$ cat src/rtl/relin_key_tile_fetcher.sv
// rtl/relin_key_tile_fetcher.sv - fetches fixed-width relinearisation key tiles from a fixed-latency key memory
module relin_key_tile_fetcher #(
    parameter int RELIN_KEY_TILE_WIDTH = 8,
    parameter int RELIN_KEY_LENGTH     = 64,
    parameter int COEFF_WIDTH          = 32,
    parameter int MEM_LATENCY          = 2
) (
    input  logic                                         clk,
    input  logic                                         reset,
    input  logic                                         enable,
    output logic                                         request_signal,
    input  logic                                         addr_valid,
    input  logic [$clog2(RELIN_KEY_LENGTH):0]            addr_in,
    output logic                                         mem_rd_en,
    output logic [$clog2(RELIN_KEY_LENGTH)-1:0]          mem_rd_addr,
    input  logic [COEFF_WIDTH-1:0]                       mem_rd_data,
    output logic                                         tile_valid,
    input  logic                                         tile_ready,
    output logic [RELIN_KEY_TILE_WIDTH*COEFF_WIDTH-1:0]  tile_data,
    output logic [$clog2(RELIN_KEY_LENGTH):0]            tile_base,
    output logic                                         tile_last,
    output logic                                         addr_err
);

    localparam int AW   = $clog2(RELIN_KEY_LENGTH);
    localparam int BW   = AW + 1;
    localparam int CNTW = $clog2(RELIN_KEY_TILE_WIDTH) + 1;

    // Highest legal tile base; any base must also be tile-aligned.
    localparam logic [BW-1:0]   MAX_BASE   = BW'(RELIN_KEY_LENGTH - RELIN_KEY_TILE_WIDTH);
    localparam logic [BW-1:0]   ALIGN_MASK = BW'(RELIN_KEY_TILE_WIDTH - 1);
    localparam logic [CNTW-1:0] LAST_IDX   = CNTW'(RELIN_KEY_TILE_WIDTH - 1);

    typedef enum logic [2:0] {
        IDLE,
        REQ,
        WAIT_ADDR,
        FETCH,
        COLLECT,
        HOLD
    } state_t;

    state_t                r_state;
    state_t                w_next_state;
    logic [1:0]            r_arm;
    logic [CNTW-1:0]       r_fetch_cnt;
    logic [CNTW-1:0]       r_ret_cnt;
    logic [MEM_LATENCY-1:0] r_lat_sr;
    logic [COEFF_WIDTH-1:0] r_words [RELIN_KEY_TILE_WIDTH];
    logic [BW-1:0]         r_tile_base;
    logic                  r_tile_last;
    logic                  r_addr_err;

    logic                  w_addr_legal;
    logic                  w_capture;
    logic                  w_ret_valid;
    logic                  w_ret_last;

    assign w_addr_legal = (addr_in <= MAX_BASE) && ((addr_in & ALIGN_MASK) == '0);
    assign w_capture    = (r_state == WAIT_ADDR) && addr_valid;
    assign w_ret_valid  = r_lat_sr[MEM_LATENCY-1];
    assign w_ret_last   = w_ret_valid && (r_ret_cnt == LAST_IDX);

    assign tile_base = r_tile_base;
    assign tile_last = r_tile_last;
    assign addr_err  = r_addr_err;

    // State register.
    always_ff @(posedge clk or negedge reset) begin
        if (!reset) begin
            r_state <= IDLE;
        end else begin
            r_state <= w_next_state;
        end
    end

    // Next-state decode and state-derived strobes.
    always_comb begin
        w_next_state   = r_state;
        request_signal = 1'b0;
        mem_rd_en      = 1'b0;
        mem_rd_addr    = '0;
        tile_valid     = 1'b0;
        case (r_state)
            IDLE: begin
                if (enable && r_arm[1]) begin
                    w_next_state = REQ;
                end
            end
            REQ: begin
                request_signal = 1'b1;
                w_next_state   = WAIT_ADDR;
            end
            WAIT_ADDR: begin
                if (addr_valid) begin
                    w_next_state = w_addr_legal ? FETCH : IDLE;
                end
            end
            FETCH: begin
                mem_rd_en   = 1'b1;
                mem_rd_addr = r_tile_base[AW-1:0] + AW'(r_fetch_cnt);
                if (r_fetch_cnt == LAST_IDX) begin
                    w_next_state = COLLECT;
                end
            end
            COLLECT: begin
                if (w_ret_last) begin
                    w_next_state = HOLD;
                end
            end
            HOLD: begin
                tile_valid = 1'b1;
                if (tile_ready) begin
                    w_next_state = enable ? REQ : IDLE;
                end
            end
            default: begin
                w_next_state = IDLE;
            end
        endcase
    end

    // Two-cycle arming delay so the first request never follows reset release too closely.
    always_ff @(posedge clk or negedge reset) begin
        if (!reset) begin
            r_arm <= 2'b00;
        end else begin
            r_arm <= {r_arm[0], 1'b1};
        end
    end

    // Issue counter: walks the word offsets of the tile while in FETCH.
    always_ff @(posedge clk or negedge reset) begin
        if (!reset) begin
            r_fetch_cnt <= '0;
        end else if (r_state == FETCH && r_fetch_cnt != LAST_IDX) begin
            r_fetch_cnt <= r_fetch_cnt + 1'b1;
        end else begin
            r_fetch_cnt <= '0;
        end
    end

    // Read-latency tracker: a set bit reaching the end marks a returning word.
    always_ff @(posedge clk or negedge reset) begin
        if (!reset) begin
            r_lat_sr <= '0;
        end else begin
            r_lat_sr[0] <= mem_rd_en;
            for (int i = 1; i < MEM_LATENCY; i++) begin
                r_lat_sr[i] <= r_lat_sr[i-1];
            end
        end
    end

    // Return counter: selects the slot for each returning word, rearmed per tile.
    always_ff @(posedge clk or negedge reset) begin
        if (!reset) begin
            r_ret_cnt <= '0;
        end else if (r_state == WAIT_ADDR) begin
            r_ret_cnt <= '0;
        end else if (w_ret_valid) begin
            r_ret_cnt <= r_ret_cnt + 1'b1;
        end
    end

    // Tile slot storage; returns land in issue order.
    always_ff @(posedge clk or negedge reset) begin
        if (!reset) begin
            for (int k = 0; k < RELIN_KEY_TILE_WIDTH; k++) begin
                r_words[k] <= '0;
            end
        end else begin
            for (int k = 0; k < RELIN_KEY_TILE_WIDTH; k++) begin
                if (w_ret_valid && r_ret_cnt == CNTW'(k)) begin
                    r_words[k] <= mem_rd_data;
                end
            end
        end
    end

    // Flatten the slots onto the tile output bus.
    always_comb begin
        tile_data = '0;
        for (int k = 0; k < RELIN_KEY_TILE_WIDTH; k++) begin
            tile_data[k*COEFF_WIDTH +: COEFF_WIDTH] = r_words[k];
        end
    end

    // Base capture, last-tile flag and sticky illegal-base flag.
    always_ff @(posedge clk or negedge reset) begin
        if (!reset) begin
            r_tile_base <= '0;
            r_tile_last <= 1'b0;
            r_addr_err  <= 1'b0;
        end else if (w_capture) begin
            r_tile_base <= addr_in;
            r_tile_last <= (addr_in == MAX_BASE);
            if (!w_addr_legal) begin
                r_addr_err <= 1'b1;
            end
        end
    end

endmodule

$ cat config.mk
export PLATFORM = sky130hd
export DESIGN_NAME = relin_key_tile_fetcher
export DESIGN_NICKNAME = d
export VERILOG_FILES = /design/src/rtl/relin_key_tile_fetcher.sv
export SDC_FILE = /design/constraint.sdc
export NUM_CORES = 1
export LEC_CHECK = 0
export CORE_ASPECT_RATIO = 0.75
export CORE_MARGIN = 2
export CORE_UTILIZATION = 30
export DETAILED_ROUTE_END_ITERATION = 8
export GPL_ROUTABILITY_DRIVEN = 0
export GPL_TIMING_DRIVEN = 0
export PLACE_DENSITY = 0.59
export SYNTH_ARGS = -nofsm -noshare
export SYNTH_HDL_FRONTEND = slang
export SYNTH_SLANG_ARGS = --single-unit
export TNS_END_PERCENT = 1
$ cat constraint.sdc
create_clock -name clk -period 1.95 [get_ports clk]
set_clock_uncertainty 0.15 [all_clocks]
set_input_delay 0.2925 -clock clk [delete_from_list [all_inputs] [get_ports clk]]
set_output_delay 0.2925 -clock clk [all_outputs]
set_load 0.02 [all_outputs]
======== Word-level counts from Yosys, hierarchy flattened ========
Index checks and enable logic that the tools add are counted.
word-level totals
  output and inout bits ................... 274
  register bits after elaboration ......... 280
  logic and storage cells ................. 74
  input port bits ......................... 44
cells by class
  eq/ne operators ......................... 20
  reductions and logical operators ........ 18
  muxes and demuxes ....................... 15
  add/sub/neg operators ................... 3
  magnitude comparators ................... 1
  bitwise gates (word level) .............. 1
operator list
  kind                                                   number
  equality test 4 x 3 -> 1 bit, second input constant    5
  one-hot mux 3 bit (6 select lines)                     1
  2-to-1 mux 3 bit                                       5
  logical AND 1 bit                                      12
  2-to-1 mux 4 bit                                       3
  inequality test 2 bit, second input constant           5
  adder 4 x 1 -> 4 bit, second input constant            2
  equality test 4 x 2 -> 1 bit, second input constant    2
  equality test 7 x 6 -> 1 bit, second input constant    1
  <= comparator 7 x 6 -> 1 bit, second input constant    1
  logical NOT 7 bit                                      1
  adder 6 x 4 -> 6 bit                                   1
  equality test 3 x 2 -> 1 bit, second input constant    2
  equality test 3 bit, second input constant             2
  2-to-1 mux 6 bit                                       1
  AND reduction 5 bit                                    1
  equality test 4 x 1 -> 1 bit, second input constant    1
  logical NOT 4 bit                                      1
  2-to-1 mux 1 bit                                       4
  inequality test 4 x 3 -> 1 bit, second input constant  1
  equality test 3 x 1 -> 1 bit, second input constant    1
  logical NOT 3 bit                                      1
  2-to-1 mux 2 bit                                       1
  AND reduction 2 bit                                    1
  other kinds (2)                                        2

======== Logic depth before layout (Yosys ltp) ========
  word-level depth ........................ 5
  gate-level depth with buffers ........... 6

======== Least setup slack after synthesis ========
No wires, ideal clock.
  path type ............................... reg-to-output
  from .................................... register r_tile_base[0], in the netlist tile_base[0]
  to ...................................... output mem_rd_addr[4]
  data arrival time ....................... 1.775 ns
  cell stages (with the launch flop) ...... 7
  buffers on the path ..................... 0
  data required time ...................... 1.507 ns
  slack ................................... -0.267 ns
  cell sequence ........................... dfrtp_1 ha_1 fa_1 a21o_1 a21oi_1 xor2_1 nor2_1
on the way
  longest elaborated chain between the ends .. 2
RTL lines
  item                      line  RTL
  start: declaration        50    logic [BW-1:0] r_tile_base;
  start signal: assignment  196   r_tile_base <= addr_in;
  adder 6 x 4 -> 6 bit      101   mem_rd_addr = r_tile_base[AW-1:0] + AW'(r_fetch_cnt);
  2-to-1 mux 6 bit          84    case (r_state)
  end: declaration          15    output logic [$clog2(RELIN_KEY_LENGTH)-1:0] mem_rd_addr,
No other way between the ends.

======== Worst setup path in the final report ========
Same ends and word-level chain as after synthesis.

==> impl_metrics.csv <==
group,metric,value,unit
synthesis,yosysUniqueCellTypes,40,
critical_path,r2r-start,"r_ret_cnt[1]$_DFFE_PN0P_",
grt,grt_max_degree,116,
detailed_routing,dr.pass1.iters,6,
grt,grt.total_usage,0.157,
critical_path,critPathKind,"flop to output pin",
grt,antenna_found_initial,1,
die,core,38400,um^2
power,leakage,0.00787,uW
critical_path,crit_path_max_incr_delay,0.43,ns
cts,cts_tree,"yes",
power,p_int,14400,uW
critical_path,start_kind,"flop",
flow_run,cap_violations,0,
layout,final_common_cell,"dfrtp_1",
critical_path,critPathMaxFanout,2,
detailed_routing,routed_wl,31900,um
grt,grt_overflow,0,
power,ir_drop,0.000566,V
cts,numCtsBuffers,31,
sta,period_needed,2.62,ns
synthesis,syn_nets,717,
die,die_x,232,um
synthesis,synth.avg_cell_area,17.7,um^2
grt,grt_pass1_vias,7360,
sta,fin_crit_sh,1.34,
sta,tightestPinTransition,0.792,ns
critical_path,crit_family,"adder cells",
power,combPwrFrac,0.331,
min_path,hp-class,"input port to async pin",
sta,hold_violations,0,
cts,cts_sinks,280,
sta,relSlewSlack,0.467,
grt,grt_pass1_wl,48800,um
sta,slew_violations,0,
power,power_frac_clock,0.290,
power,p_switching,6780,uW
detailed_routing,num_vias,6815,
critical_path,cp_data_arrival_time,2.18,ns
die,rows,62,
cts,cts_buffer_depth,3,
layout,n_fill_cell,3586,
sta,setup_violations,34,
layout,final_util,0.430,
sta,final.setup.tns,-3.81,ns
sta,timing.final.ws_setup,-0.669,ns
power,power,21200,uW
power,swShare,0.321,
critical_path,path_buf_inv,1,
detailed_routing,wl_per_cell,20.4,um
die,start_util,0.305,
synthesis,syn_area,11700,um^2
critical_path,cpMaxStageDelayCell,"dfrtp_2",
critical_path,worstSetupEndpointType,"output pin",
power,seq_power_share,0.379,
synthesis,synth_cells,663,
layout,mostFrequentLayoutCells,"dfrtp_1, dlygate4sd2_1, mux2_4",
detailed_routing,drt_iter0_drc,253,
cts,clkLatencyLatePin,0.55,ns
layout,syn_to_final_growth,41.0,%
sta,whs,0.103,ns
synthesis,yosys_warnings,0,
critical_path,path_cells,"ha_4 -> fa_2 -> a21o_1 -> a21oi_2 -> xor2_1 -> nor2_2 -> buf_6",
die,pin_count,318,
detailed_routing,drcViolationCount,0,
power,power_density,1280,nW/um^2
placement,dpl.hpwl,21400,um
layout,drive_above_1_share,0.378,
status,status,"complete, but fails checks",
synthesis,synth-seq-cells,280,
sta,fmax,0.382,GHz
die,die_y,175,um
status,violations,"setup timing",
placement,port_buffers,317,
critical_path,cp.required,1.51,ns
cts,htree_num_levels,1,
critical_path,cp-startpoint,"tile_base[0]$_DFFE_PN0P_",
detailed_routing,vias_per_cell,4.36,
cts,root_buffer,"clkbuf_16",
sta,rsz0062_at_grt,"yes",
layout,nNetsFinal,1078,
die,die_area,40600,um^2
placement,dp_slack,-0.586,ns
cts,clk_pin_slew,0.06,ns
synthesis,yosysSeqAreaShare,0.599,
detailed_routing,ant_nets,0,
cells in the mapped netlist, drive strengths merged:
cell type / instances / area [um^2]
a211oi: 1 / 7.51
a21o: 2 / 15.0
a21oi: 5 / 25.0
a221o: 1 / 10.0
a22o: 1 / 8.76
a22oi: 1 / 7.51
a31o: 1 / 8.76
a31oi: 1 / 6.26
and2: 6 / 37.5
and3: 2 / 12.5
buf: 30 / 313
conb: 1 / 3.75
dfrtp: 280 / 7010
fa: 1 / 20.0
ha: 9 / 113
inv: 7 / 26.3
mux2: 263 / 3750
mux2i: 1 / 10.0
nand2: 10 / 62.6
nand3: 3 / 15.0
nand4: 2 / 12.5
nand4b: 1 / 8.76
nor2: 14 / 60.1
nor2b: 1 / 6.26
nor3: 2 / 10.0
nor3b: 2 / 31.3
nor4: 1 / 6.26
o21a: 1 / 7.51
o21ai: 3 / 18.8
o21bai: 1 / 7.51
xnor2: 4 / 35.0
xor2: 5 / 43.8
flip-flops by register name, summed over array words and instances, names as in the netlist:
signal and flops:
tile_last 1, tile_data 256, tile_base 7, r_state 3, r_lat_sr 2, r_arm 2, r_fetch_cnt 4, addr_err 1
r_ret_cnt 4
power groups by stage:
stage | clock network, uW | registers [uW] | logic [uW]
2_1_floorplan | 0 | 9700 | 2590
3_3_place_gp | 0 | 8170 | 7830
3_5_place_dp | 0 | 8140 | 7910
4_1_cts | 6340 | 8020 | 7100
5_1_grt | 6600 | 8200 | 7430
6_report | 6130 | 8020 | 7010
kinds of logic after synthesis:
group	Yosys count	synth area share
DFF	280	0.599
muxes	264	0.321
and+or+nand+nor	44	0.0224
buffers and inverters	37	0.0290
AOI/OAI and AO/OA	18	0.0105
adders and majority gates	10	0.0113
xor gates and xnor gates	9	0.00673
other	1	0.000320
through the flow:
step	instances	cell area [um^2]
2_1_floorplan	663	11800
3_3_place_gp	1492	15600
3_5_place_dp	1494	15600
4_1_cts	1561	16500
5_1_grt	1561	16500
6_report	1562	16500
metal layers:
metal / GRT usage / routed length [um]
met1: 0.220 / 14900
met2: 0.243 / 14200
met3: 0.0478 / 2360
met4: 0.0248 / 465
met5: 0 / 0
final timing paths:
check                                             endpoint  slack (ns)  depth (start not counted)
worst max-delay path                        mem_rd_addr[4]       -0.67                          7
worst min-delay path            tile_data[186]$_DFFE_PN0P_        0.10                          2
worst max register to register  tile_data[237]$_DFFE_PN0P_       -0.03                          4
worst min register to register       r_lat_sr[1]$_DFF_PN0_        0.20                          0
max in group asynchronous         tile_base[0]$_DFFE_PN0P_        0.57                          3
min in group clk                     tile_last$_DFFE_PN0P_        0.19                          3
area by class of cell:
class                           count  area, um^2  area share
Sequential cell                   280        7020       0.425
Multi-Input combinational cell    346        4450       0.269
Timing Repair Buffer              328        2970       0.180
Clock buffer                       47         936      0.0567
Tap cell                          512         641      0.0388
Buffer                             30         320      0.0194
Clock inverter                     11         145     0.00879
Inverter                            7        28.8     0.00174
Antenna cell                        1        2.50    0.000152
repair_timing:
action                                  in CTS  in global routing
endpoints found under the setup margin     306                 43
setup buffers                                8                  0
pin swaps                                   12                  7
endpoints found under the hold margin       79                  0
gates resized for setup                    321                  6
hold buffers                                 1                  0
cloned                                       0                  0
No activity file was read; power rests on OpenSTA's default activity.
